<file path="config.mk">
export PLATFORM = sky130hd
export DESIGN_NAME = pattern_frame_sequencer
export DESIGN_NICKNAME = d
export VERILOG_FILES = /design/src/rtl/pattern_frame_sequencer.sv
export SDC_FILE = /design/constraint.sdc
export NUM_CORES = 1
export LEC_CHECK = 0
export ABC_AREA = 1
export CAP_MARGIN = 20
export CORE_MARGIN = 3
export CORE_UTILIZATION = 49
export DETAILED_ROUTE_END_ITERATION = 7
export HOLD_SLACK_MARGIN = 0.1
export PLACE_DENSITY = 0.76
export SYNTH_ARGS = -nofsm -noshare
export SYNTH_HDL_FRONTEND = slang
export SYNTH_SLANG_ARGS = --single-unit
</file>
<file path="constraint.sdc">
create_clock -name clk -period 1.8 [get_ports clk]
set_input_delay 0.36 -clock clk [delete_from_list [all_inputs] [get_ports clk]]
set_output_delay 0.36 -clock clk [all_outputs]
set_load 0.005 [all_outputs]
</file>
<file path="src/rtl/pattern_frame_sequencer.sv">
// rtl/pattern_frame_sequencer.sv - test-pattern frame sequencer: pixel coordinates, SOF/EOL markers and pattern index
// with a valid/ready handshake, inter-frame gap and auto/manual pattern rotation.
module pattern_frame_sequencer #(
    parameter int H_ACTIVE           = 1280,
    parameter int V_ACTIVE           = 720,
    parameter int FRAME_GAP          = 16,
    parameter int FRAMES_PER_PATTERN = 60,
    parameter int NUM_PATTERNS       = 4
) (
    input  logic        clk,
    input  logic        reset,
    input  logic        i_enable,
    input  logic        i_ready,
    input  logic        i_auto,
    input  logic [1:0]  i_pattern_sel,
    output logic        o_valid,
    output logic        o_start,
    output logic        o_last,
    output logic [10:0] o_x,
    output logic [9:0]  o_y,
    output logic [1:0]  o_pattern,
    output logic        o_frame_done,
    output logic        o_busy
);

    localparam int CW = $clog2(FRAMES_PER_PATTERN + 1);
    localparam int GW = (FRAME_GAP > 1) ? $clog2(FRAME_GAP) : 1;
    localparam logic [10:0]   X_MAX    = 11'(H_ACTIVE - 1);
    localparam logic [9:0]    Y_MAX    = 10'(V_ACTIVE - 1);
    localparam logic [1:0]    PAT_MAX  = 2'(NUM_PATTERNS - 1);
    localparam logic [CW-1:0] FPP      = CW'(FRAMES_PER_PATTERN);
    localparam logic [GW-1:0] GAP_LAST = GW'((FRAME_GAP > 0) ? FRAME_GAP - 1 : 0);

    typedef enum logic [1:0] {S_IDLE, S_ACTIVE, S_GAP} state_t;

    state_t        state_q, state_d;
    logic [10:0]   x_q, x_d;
    logic [9:0]    y_q, y_d;
    logic [1:0]    pat_q, pat_d;
    logic [CW-1:0] cnt_q, cnt_d, cnt_end;
    logic [GW-1:0] gap_q, gap_d;
    logic          valid_q, valid_d;
    logic          start_q, start_d;
    logic          last_q, last_d;
    logic          done_q, done_d;
    logic          busy_q, busy_d;
    logic          accept, frame_end, frame_start;

    assign accept    = valid_q && i_ready;
    assign frame_end = accept && (x_q == X_MAX) && (y_q == Y_MAX);

    always_ff @(posedge clk or posedge reset) begin
        if (reset) begin
            state_q <= S_IDLE;
        end else begin
            state_q <= state_d;
        end
    end

    always_comb begin
        state_d = state_q;
        case (state_q)
            S_IDLE:   if (i_enable) state_d = S_ACTIVE;
            S_ACTIVE: begin
                if (frame_end) begin
                    if (FRAME_GAP > 0)  state_d = S_GAP;
                    else if (!i_enable) state_d = S_IDLE;
                end
            end
            S_GAP:    if (gap_q == GAP_LAST) state_d = i_enable ? S_ACTIVE : S_IDLE;
            default:  state_d = S_IDLE;
        endcase
    end

    // A frame starts on any entry into ACTIVE, or on a back-to-back frame end that stays ACTIVE.
    always_comb begin
        frame_start = (state_d == S_ACTIVE) && ((state_q != S_ACTIVE) || frame_end);
        cnt_end     = (cnt_q == FPP) ? cnt_q : cnt_q + CW'(1);
        x_d    = x_q;
        y_d    = y_q;
        pat_d  = pat_q;
        cnt_d  = cnt_q;
        gap_d  = gap_q;
        done_d = 1'b0;
        if (state_q == S_GAP) gap_d = gap_q + GW'(1);
        if (accept) begin
            if (x_q != X_MAX) begin
                x_d = x_q + 11'd1;
            end else begin
                x_d = '0;
                y_d = (y_q != Y_MAX) ? y_q + 10'd1 : '0;
            end
        end
        if (frame_end) begin
            done_d = 1'b1;
            cnt_d  = cnt_end;
            gap_d  = '0;
        end
        if (frame_start) begin
            x_d = '0;
            y_d = '0;
            if (!i_auto) begin
                pat_d = (i_pattern_sel > PAT_MAX) ? PAT_MAX : i_pattern_sel;
                cnt_d = '0;
            end else if (cnt_d == FPP) begin
                cnt_d = '0;
                pat_d = (pat_q == PAT_MAX) ? 2'd0 : pat_q + 2'd1;
            end
        end
        valid_d = (state_d == S_ACTIVE);
        start_d = valid_d && (x_d == 11'd0) && (y_d == 10'd0);
        last_d  = valid_d && (x_d == X_MAX);
        busy_d  = (state_d != S_IDLE);
    end

    always_ff @(posedge clk or posedge reset) begin
        if (reset) begin
            x_q     <= '0;
            y_q     <= '0;
            pat_q   <= '0;
            cnt_q   <= '0;
            gap_q   <= '0;
            valid_q <= 1'b0;
            start_q <= 1'b0;
            last_q  <= 1'b0;
            done_q  <= 1'b0;
            busy_q  <= 1'b0;
        end else begin
            x_q     <= x_d;
            y_q     <= y_d;
            pat_q   <= pat_d;
            cnt_q   <= cnt_d;
            gap_q   <= gap_d;
            valid_q <= valid_d;
            start_q <= start_d;
            last_q  <= last_d;
            done_q  <= done_d;
            busy_q  <= busy_d;
        end
    end

    assign o_valid      = valid_q;
    assign o_start      = start_q;
    assign o_last       = last_q;
    assign o_x          = x_q;
    assign o_y          = y_q;
    assign o_pattern    = pat_q;
    assign o_frame_done = done_q;
    assign o_busy       = busy_q;

endmodule
</file>
### Yosys cells after proc, flatten, opt, wreduce, memory -nomap -nowiden

Index checks and enable logic that the tools add are counted.

| storage, ports and cells | value |
|---|---|
| flip-flop bits (word level) | 40 |
| bits in latches | 0 |
| RAM bits | 0 |
| bits in read-only memories | 0 |
| input bits | 7 |
| output and inout port bits | 28 |
| word-level logic and storage cells | 69 |
| memories | 0 |

| operators by class | value |
|---|---|
| add/sub/neg operators | 5 |
| $mul | 0 |
| divide/modulo/power cells | 0 |
| magnitude comparators | 1 |
| eq/ne operators | 14 |
| shifts and indexed selects | 0 |
| muxes and demuxes | 24 |
| bitwise operators | 0 |
| reductions and logical operators | 14 |

Operator list:

| kind | number |
|---|---|
| 10-bit 2-to-1 mux | 4 |
| 11-bit 2-to-1 mux | 3 |
| 6-bit 2-to-1 mux | 5 |
| 11-bit == test (second input constant) | 2 |
| 2-bit 2-to-1 mux | 7 |
| 6-bit == test (second input constant) | 2 |
| 11-bit by 1-bit adder with 11-bit output (second input constant) | 1 |
| 11-bit logical NOT | 1 |
| 11-bit != test (second input constant) | 1 |
| 10-bit by 1-bit adder with 10-bit output (second input constant) | 1 |
| 10-bit == test (second input constant) | 1 |
| 10-bit logical NOT | 1 |
| 10-bit != test (second input constant) | 1 |
| 4-bit 2-to-1 mux | 2 |
| 1-bit logical AND | 7 |
| 6-bit by 1-bit adder with 6-bit output (second input constant) | 1 |
| 2-bit case mux with 3 select lines | 1 |
| 4-bit by 1-bit adder with 4-bit output (second input constant) | 1 |
| 2-bit by 1-bit == test with 1-bit output (second input constant) | 2 |
| 2-bit == test (second input constant) | 2 |
| 4-bit == test (second input constant) | 1 |
| 2-bit by 1-bit != test with 1-bit output (second input constant) | 2 |
| 2-bit nonzero test | 2 |
| 2-bit by 1-bit adder with 2-bit output (second input constant) | 1 |
| 5 further kinds | 6 |

### Logic depth before layout (Yosys ltp)

Gate-level depths: netlist of the first run.

| logic depth | value |
|---|---|
| depth in word-level cells | 11 |
| mapped depth | 15 |
| gate-level depth less buffers | 15 |

### Least setup slack after synthesis of the first run

OpenSTA, ideal clock, no wires.

| timing path | value |
|---|---|
| kind | register to register |
| start | register x_q[0] (netlist: o_x[0]) |
| end | register cnt_q[4] |
| library setup time | 0.130 ns |
| data arrival time | 1.718 ns |
| data required time | 1.670 ns |
| path slack | -0.048 ns |
| stages on the path, launching flop included | 14 |
| path buffers | 1 |
| period minus slack after synthesis | 1.848 ns |
| path through | dfrtp_1 -> ha_1 -> nand3_1 -> nor2_4 -> nand3_2 -> buf_6 -> nor2_8 -> nand3_2 -> nand2_1 -> nand2_1 -> nor2_2 -> nand2_2 -> nand2_4 -> nor2_1 |

| between the ends | value |
|---|---|
| word-level cells in the longest chain between the ends | 8 |
| elaborated cells on any way between the ends | 13 |
| classes of those cells | eq/ne: 3; mux: 6; reduce/logical: 4 |

RTL lines:

| item | RTL line | text |
|---|---|---|
| start: declaration | 37 | `logic [10:0] x_q, x_d;` |
| start signal: assignment | 118 | `x_q <= '0;` |
| start signal: assignment | 129 | `x_q <= x_d;` |
| 11-bit == test * | 50 | `assign frame_end = accept && (x_q == X_MAX) && (y_q == Y_MAX);` |
| 1-bit logical AND * (2 in a row) | 50 |  |
| 6-bit 2-to-1 mux or 2-bit 2-to-1 mux (tied branches) | 94, 65 |  |
| 6-bit == test or 2-bit case mux with 3 select lines (tied branches) | 105, 62 |  |
| 6-bit 2-to-1 mux or 2-bit by 1-bit == test with 1-bit output (tied branches) | 105, 77 |  |
| 6-bit 2-to-1 mux or 1-bit logical AND (tied branches) | 102, 77 |  |
| 6-bit 2-to-1 mux * | 99 | `if (frame_start) begin` |
| via cnt_d[4] | 40 | `logic [CW-1:0] cnt_q, cnt_d, cnt_end;` |
| end signal: assignment | 132 | `cnt_q <= cnt_d;` |
| end: declaration | 40 |  |

The timed path passes the listed nets; every way through them passes the cells marked *.
A chain may end at the register's enable or synchronous reset.

### Worst setup path in the final report of the first run

| timing path | value |
|---|---|
| start | register x_q[1] (netlist: o_x[1]) |
| end | register pat_q[0] (netlist: o_pattern[0]) |

| between the ends | value |
|---|---|
| word-level cells in the longest chain between the ends | 8 |
| elaborated cells on any way between the ends | 12 |
| classes of those cells | eq/ne: 4; mux: 3; reduce/logical: 5 |

RTL lines:

| item | RTL line | text |
|---|---|---|
| 11-bit == test * | 50 |  |
| 1-bit logical AND * (2 in a row) | 50 |  |
| 2-bit 2-to-1 mux | 65 | `if (frame_end) begin` |
| 2-bit case mux with 3 select lines | 62 | `case (state_q)` |
| 2-bit by 1-bit == test with 1-bit output | 77 | `frame_start = (state_d == S_ACTIVE) && ((state_q != S_ACTIVE) \|\| frame_end);` |
| 1-bit logical AND | 77 |  |
| 2-bit AND reduction (no line) * | - |  |
| end signal: assignment | 131 | `pat_q <= pat_d;` |
| end: declaration | 39 | `logic [1:0] pat_q, pat_d;` |

Mark *: on every way between the ends. The rest lies on a longest branch, timed or not.

==> results of run 1 <==
[registers in the layout, summed over array words and instances, names as in the netlist]
name          flops
o_x              11
o_y              10
cnt_q             6
gap_q             4
o_pattern         2
state_q           2
o_busy            1
o_frame_done      1
o_last            1
o_start           1
o_valid           1
[kinds of logic after synthesis]
family | after synthesis
buffers and inverters | 68
adder cells (fa/ha/maj) | 5
AND/OR/NAND/NOR | 203
XOR/XNOR | 6
AO/OA/AOI/OAI | 23
flip-flops | 40
[Yosys cell counts, drive strengths merged]
cell	number	area, um2
a21oi	5	25.0
buf	2	16.3
clkbuf	2	7.51
clkinv	1	3.75
dfrtp	40	1000
ha	5	62.6
inv	63	236
nand2	101	394
nand3	36	195
nand3b	1	7.51
nand4	13	96.3
nor2	43	205
nor3	3	25.0
nor3b	1	7.51
o211ai	1	7.51
o21ai	13	76.3
o21bai	3	22.5
o22ai	1	6.26
or2	5	31.3
xnor2	2	17.5
xor2	4	35.0
[layout make-up]
type | instances | area [um2]
Inverter | 64 | 243
Tap cell | 67 | 83.8
Sequential cell | 40 | 1000
Clock buffer | 6 | 72.6
Multi-Input combinational cell | 237 | 1310
Fill cell | 363 | 1120
Clock inverter | 1 | 5.00
Timing Repair Buffer | 116 | 983
[where the power goes]
part           leakage, nW  internal, mW  total [mW]  switching, mW
clock network       0.0410         0.264       0.562          0.298
logic                 1.50         0.587        1.12          0.530
registers            0.503          1.02        1.11         0.0955
total                 2.04          1.87        2.79          0.924
[metrics by stage]
| step | setup slack, ns | power, mW |
|---|---|---|
| after floorplan | -0.0137 | 1.58 |
| after global placement | -0.368 | 2.14 |
| after detailed placement | -0.475 | 2.16 |
| after CTS | -0.0811 | 2.76 |
| after global routing | -0.263 | 2.99 |
| final | -0.137 | 2.79 |
[per-layer routing]
metal,global-route usage,part of all wire
met1,0.289,0.43
met2,0.401,0.49
met3,0.0387,0.042
met4,0.103,0.031
met5,0,0
[repair_timing]
action | CTS | global route
resized for setup | 15 | 20
buffers inserted | 6 | 4
hold buffers | 0 | 0
setup endpoints to repair | 9 | 14
gates cloned | 0 | 0
pin swaps | 9 | 8
[worst max-delay path by stage]
stage	from	endpoint	slack [ns]
final	o_x[1]$_DFF_PP0_	o_pattern[0]$_DFFE_PP0P_	-0.14
after global routing	o_x[0]$_DFF_PP0_	o_pattern[0]$_DFFE_PP0P_	-0.26
after CTS	o_x[1]$_DFF_PP0_	o_pattern[0]$_DFFE_PP0P_	-0.08
after detailed placement	i_ready	o_pattern[1]$_DFFE_PP0P_	-0.47
after global placement	i_ready	o_pattern[0]$_DFFE_PP0P_	-0.37
after floorplan	o_x[0]$_DFF_PP0_	cnt_q[4]$_DFF_PP0_	-0.01
[critical path, stage by stage (launching register included)]
cell	delay, ns
dfrtp_1	0.36
ha_2	0.21
nand3_4	0.09
nor2_4	0.15
nand3_4	0.11
buf_6	0.16
nor2_8	0.13
nand3_2	0.08
nand2_2	0.09
nand2_2	0.05
nor2_2	0.13
nand2_2	0.10
nand2_4	0.11
nand2_2	0.06
nand2_2	0.06
==> metrics.csv, run 1 <==
metric,value,unit
Setup Viol. Count Final,8,
Bufs on Longest Clock Path,2,
Core ar.,4820,um2
failing checks,negative setup slack,
layout cells sized above 1,0.302,
Num CTS Buffers,5,
RSZ-0062 raised after global routing,true,
vias post-DR,2639,
Ports,35,
post-synthesis xor/xnor area fraction,0.0212,
Detailed Routing Iterations Pass 1,5,
Worst R2R Start,o_x[1]$_DFF_PP0_,
count of state elements after synthesis,40,
Worst R2R Path Depth,14,
Crit Path Category,register to register,
fin cells,531,
Starting DRT DRC Count,183,
CTS tree,yes,
"commonest non-fill, non-tap cell in the layout",nand2_1,
clk root buf,clkbuf_8,
fmax,516,MHz
initial antenna violation count,0,
Post-Synth Simple-Gate Area,0.388,
Crit Path Max Fanout,6,
Routed Wire Length,6570,um
Syn Inst Count,345,
Final period util,1.08,
Mapped Nets,357,
grt total ovfl,0,
placed insts,514,
Die Span Y,77.1,um
Worst R2R End,o_pattern[0]$_DFFE_PP0P_,
post-synthesis sequential area ratio,0.404,
post-route cell area,3700,um2
hold crit path type,input port to async pin,
Post-DP Area,3450,um2
Vias per Instance,4.97,
Sink Count,40,
H-Tree Depth,2,
IO Port Bufs,34,
Skew-Pair Late Insertion Delay,0.29,ns
largest net degree at the start of global routing,41,
Synth Area in Adders,0.0252,
post-route setup slack,-0.137,ns
Clock transition at path regs,0.07,ns
power per cell area,754,nW/um2
Core Rows,25,
vias in the first global route,2680,
DR DRC count,0,
first-pass GRT wire length,11500,um
Hold WS,0.430,ns
final slew viol count,0,
most frequent cells in the layout,"90 x nand2_1, 79 x buf_4, 58 x inv_1",
gp weighted congestion,0.856,
Leakage,2.04,nW
FF-to-FF setup slack,-0.14,ns
CP arrival,2.17,ns
Sum Neg Setup Slack,-0.731,ns
total of max-cap violations,0,
GRT Total Usage,0.234,
final hold vios,0,
post-layout util,0.768,
VDD IR max,533,uV
net count reported at finish,476,
main combinational cell family by area after synthesis,simple AND/OR/NAND/NOR gates,
Ant. Diodes,0,
Die X,77.1,um
Setup crit end kind,register,
CP required,2.03,ns
outcome,"finished, violations left",
hpwl dp,4940,um
Cell variety after synth,32,
Setup Skew,0.0101,ns
mux contribution to synthesized area,0,
Worst Tran Pin Value,0.330,ns
mapped cell area,2480,um2
Initial Util,0.515,
WL/cell,12.4,um
total die area,5950,um2
area grow syn2layout,49.2,%
Synth Warn #,0,
relative slew slack,0.779,
final antenna-violating net count,0,
Final min period,1.94,ns
post-synthesis compound-gate area fraction,0.0555,
syn avg cell area,7.19,um2
Critical Path Start Type,register,
(Power assumes the default switching activity.)
==> run 2, diff against run 1 <==
- CORE_ASPECT_RATIO: default -> 1.2
==> run 2 against run 1 <==
Effect of this change: the run still ends with negative setup slack left; sequential share of layout area fell by 0.073 points; non-clock buffer count fell by 3; clock power rose by 8.2%; via count rose by 1.3%; maximum frequency rose by 0.71%; flip-flop and latch count did not move; core utilization rose by 1.6 points; largest power group unchanged.
==> metrics.csv, run 2 (synthesis gave the netlist of run 1 again) <==
metric,value,unit,change
outcome,"finished, violations left",,
failing checks,negative setup slack,,
fmax,520,MHz,+0.71%
net count reported at finish,473,,-0.63%
Critical Path Start Type,register,,
largest net degree at the start of global routing,41,,unchanged
Sink Count,40,,unchanged
Worst R2R Path Depth,12,,-2
area grow syn2layout,49.6,%,
Detailed Routing Iterations Pass 1,7,,+2
Placement Setup Slack,-0.449,ns,+0.0252 ns
Clk pwr share,0.214,,+0.013
Worst Tran Pin Value,0.345,ns,+0.0150 ns
Crit Path Max Fanout,4,,-2
Die X,70.9,um,-8.0%
Ant. Diodes,0,,unchanged
Setup crit end kind,register,,
gp weighted congestion,0.861,,+0.58%
CTS tree,yes,,
Clock transition at path regs,0.08,ns,about the same
CP arrival,2.14,ns,-0.03 ns
fin cells,520,,-2.1%
hold crit path type,input port to async pin,,
Setup Skew,0.00771,ns,-0.00238 ns
total of max-cap violations,0,,unchanged
H-Tree Depth,2,,unchanged
Setup Viol. Count Final,8,,unchanged
Core Rows,27,,+8.0%
Core ar.,4730,um2,-1.8%
hpwl dp,4960,um,+0.32%
RSZ-0062 raised after global routing,true,,
Storage cell area,1000,um2,unchanged
grt total ovfl,0,,unchanged
"commonest non-fill, non-tap cell in the layout",nand2_1,,
Skew-Pair Late Insertion Delay,0.30,ns,about the same
Die Span Y,83.9,um,+8.8%
placed insts,504,,-1.9%
Largest register FFs,11,,unchanged
FF-to-FF setup slack,-0.12,ns,about the same
most frequent cells in the layout,"92 x nand2_1, 74 x buf_4, 59 x inv_1",,
Final min period,1.92,ns,-0.0137 ns
DR DRC count,0,,unchanged
Starting DRT DRC Count,259,,+42%
Psw,963,uW,+4.3%
Comb pwr share,0.396,,-0.004
CP most frequent cell,nand2_1,,
Ports,35,,unchanged
total die area,5950,um2,about the same
Flop pwr share,0.391,,-0.008
Crit Path Category,register to register,,
Num CTS Buffers,5,,unchanged
Pwr Total,2.84,mW,+1.9%
CP required,2.02,ns,about the same
Final period util,1.07,,-0.00763
vias in the first global route,2546,,-5.0%
first-pass GRT wire length,11300,um,-1.8%
relative slew slack,0.769,,-0.0100
Leakage,2.05,nW,+0.25%
Post-CTS Hold Buffers,0,,unchanged
sw frac,0.339,,+0.00784
WL/cell,13.5,um,+9.6%
vias post-DR,2674,,+1.3%
Internal,1.88,mW,+0.68%
crit path cell chain,ha_2 -> nand3_4 -> nor2_4 -> nand3_4 -> buf_4 -> nand2_1 -> nand2_1 -> nand3_1 -> nand2_1 -> nor2_2 -> nand3_1 -> nor2_1,,
max incr delay on CP,0.37,ns,about the same
Worst R2R End,o_start$_DFF_PP0_,,
Initial Util,0.524,,+0.00953
clk root buf,clkbuf_8,,
IO Port Bufs,34,,unchanged
final slew viol count,0,,unchanged
power per cell area,767,nW/um2,+1.6%
layout cells sized above 1,0.294,,-0.00735
Slowest cell on crit path,dfrtp_1,,
final hold vios,0,,unchanged
final antenna-violating net count,0,,unchanged
post-layout util,0.785,,+0.0163
fill count,312,,-14%
initial antenna violation count,0,,unchanged
VDD IR max,628,uV,+18%
GRT Total Usage,0.234,,about the same
Bufs on Longest Clock Path,2,,unchanged
area of the multi-input gates,1320,um2,+0.86%
post-route setup slack,-0.123,ns,+0.0137 ns
Vias per Instance,5.14,,+3.5%
Worst R2R Start,o_x[1]$_DFF_PP0_,,
Routed Wire Length,7040,um,+7.3%
## run 2: final cells by class
cell class	count	share of cell area
multi-input combinational	237	0.356
sequential	40	0.270
timing repair buffer	113	0.265
inverter	64	0.0654
tap	58	0.0196
clock buffer	5	0.0185
clock inverter	3	0.00506
## run 2: timing repair
item | CTS | global route
setup endpoints to repair | 9 | 15
pin swaps | 7 | 13
setup buffers | 3 | 5
endpoints found under the hold margin | 0 | 0
gates resized for setup | 13 | 23
## run 2: worst max-delay path by stage
stage / end / slack [ns] / cells past startpoint / startpoint
after floorplan: cnt_q[4]$_DFF_PP0_ / -0.01 / 13 / o_x[0]$_DFF_PP0_
after global placement: cnt_q[3]$_DFF_PP0_ / -0.41 / 13 / i_ready
after global routing: o_start$_DFF_PP0_ / -0.24 / 13 / o_valid$_DFF_PP0_
after detailed placement: o_last$_DFF_PP0_ / -0.45 / 11 / i_ready
after CTS: o_start$_DFF_PP0_ / -0.08 / 12 / o_x[0]$_DFF_PP0_
final: o_start$_DFF_PP0_ / -0.12 / 12 / o_x[1]$_DFF_PP0_
## run 2: power by group through the flow
stage,clock (mW),combinational (mW),sequential (mW)
2_1_floorplan,0,0.427,1.16
3_3_place_gp,0,1.02,1.12
3_5_place_dp,0,1.04,1.13
4_1_cts,0.619,1.08,1.11
5_1_grt,0.664,1.24,1.13
6_report,0.608,1.13,1.11
## run 2: worst max-delay path, delay by kind of cell (launching register included)
| family | cells | cell delay [ns] |
|---|---|---|
| fa+ha+maj | 1 | 0.21 |
| buf+inv | 1 | 0.18 |
| flops | 1 | 0.37 |
| simple gates | 10 | 1.08 |
## run 2: layer usage
layer  GRT usage  routed length, um  vias up
met3      0.0410                345       15
met1       0.293               2920     1258
met4      0.0752                144        0
met5           0                  0        -
li1            -                  -     1303
met2       0.403               3640       98
## run 2: metrics by stage
step           hold slack [ns]  setup TNS (ns)  cell area (um2)
2_1_floorplan            0.504         -0.0250             2490
3_3_place_gp             0.523           -5.59             3430
3_5_place_dp             0.555           -6.56             3430
4_1_cts                  0.429          -0.556             3580
5_1_grt                  0.429           -1.87             3710
6_report                 0.424          -0.832             3710
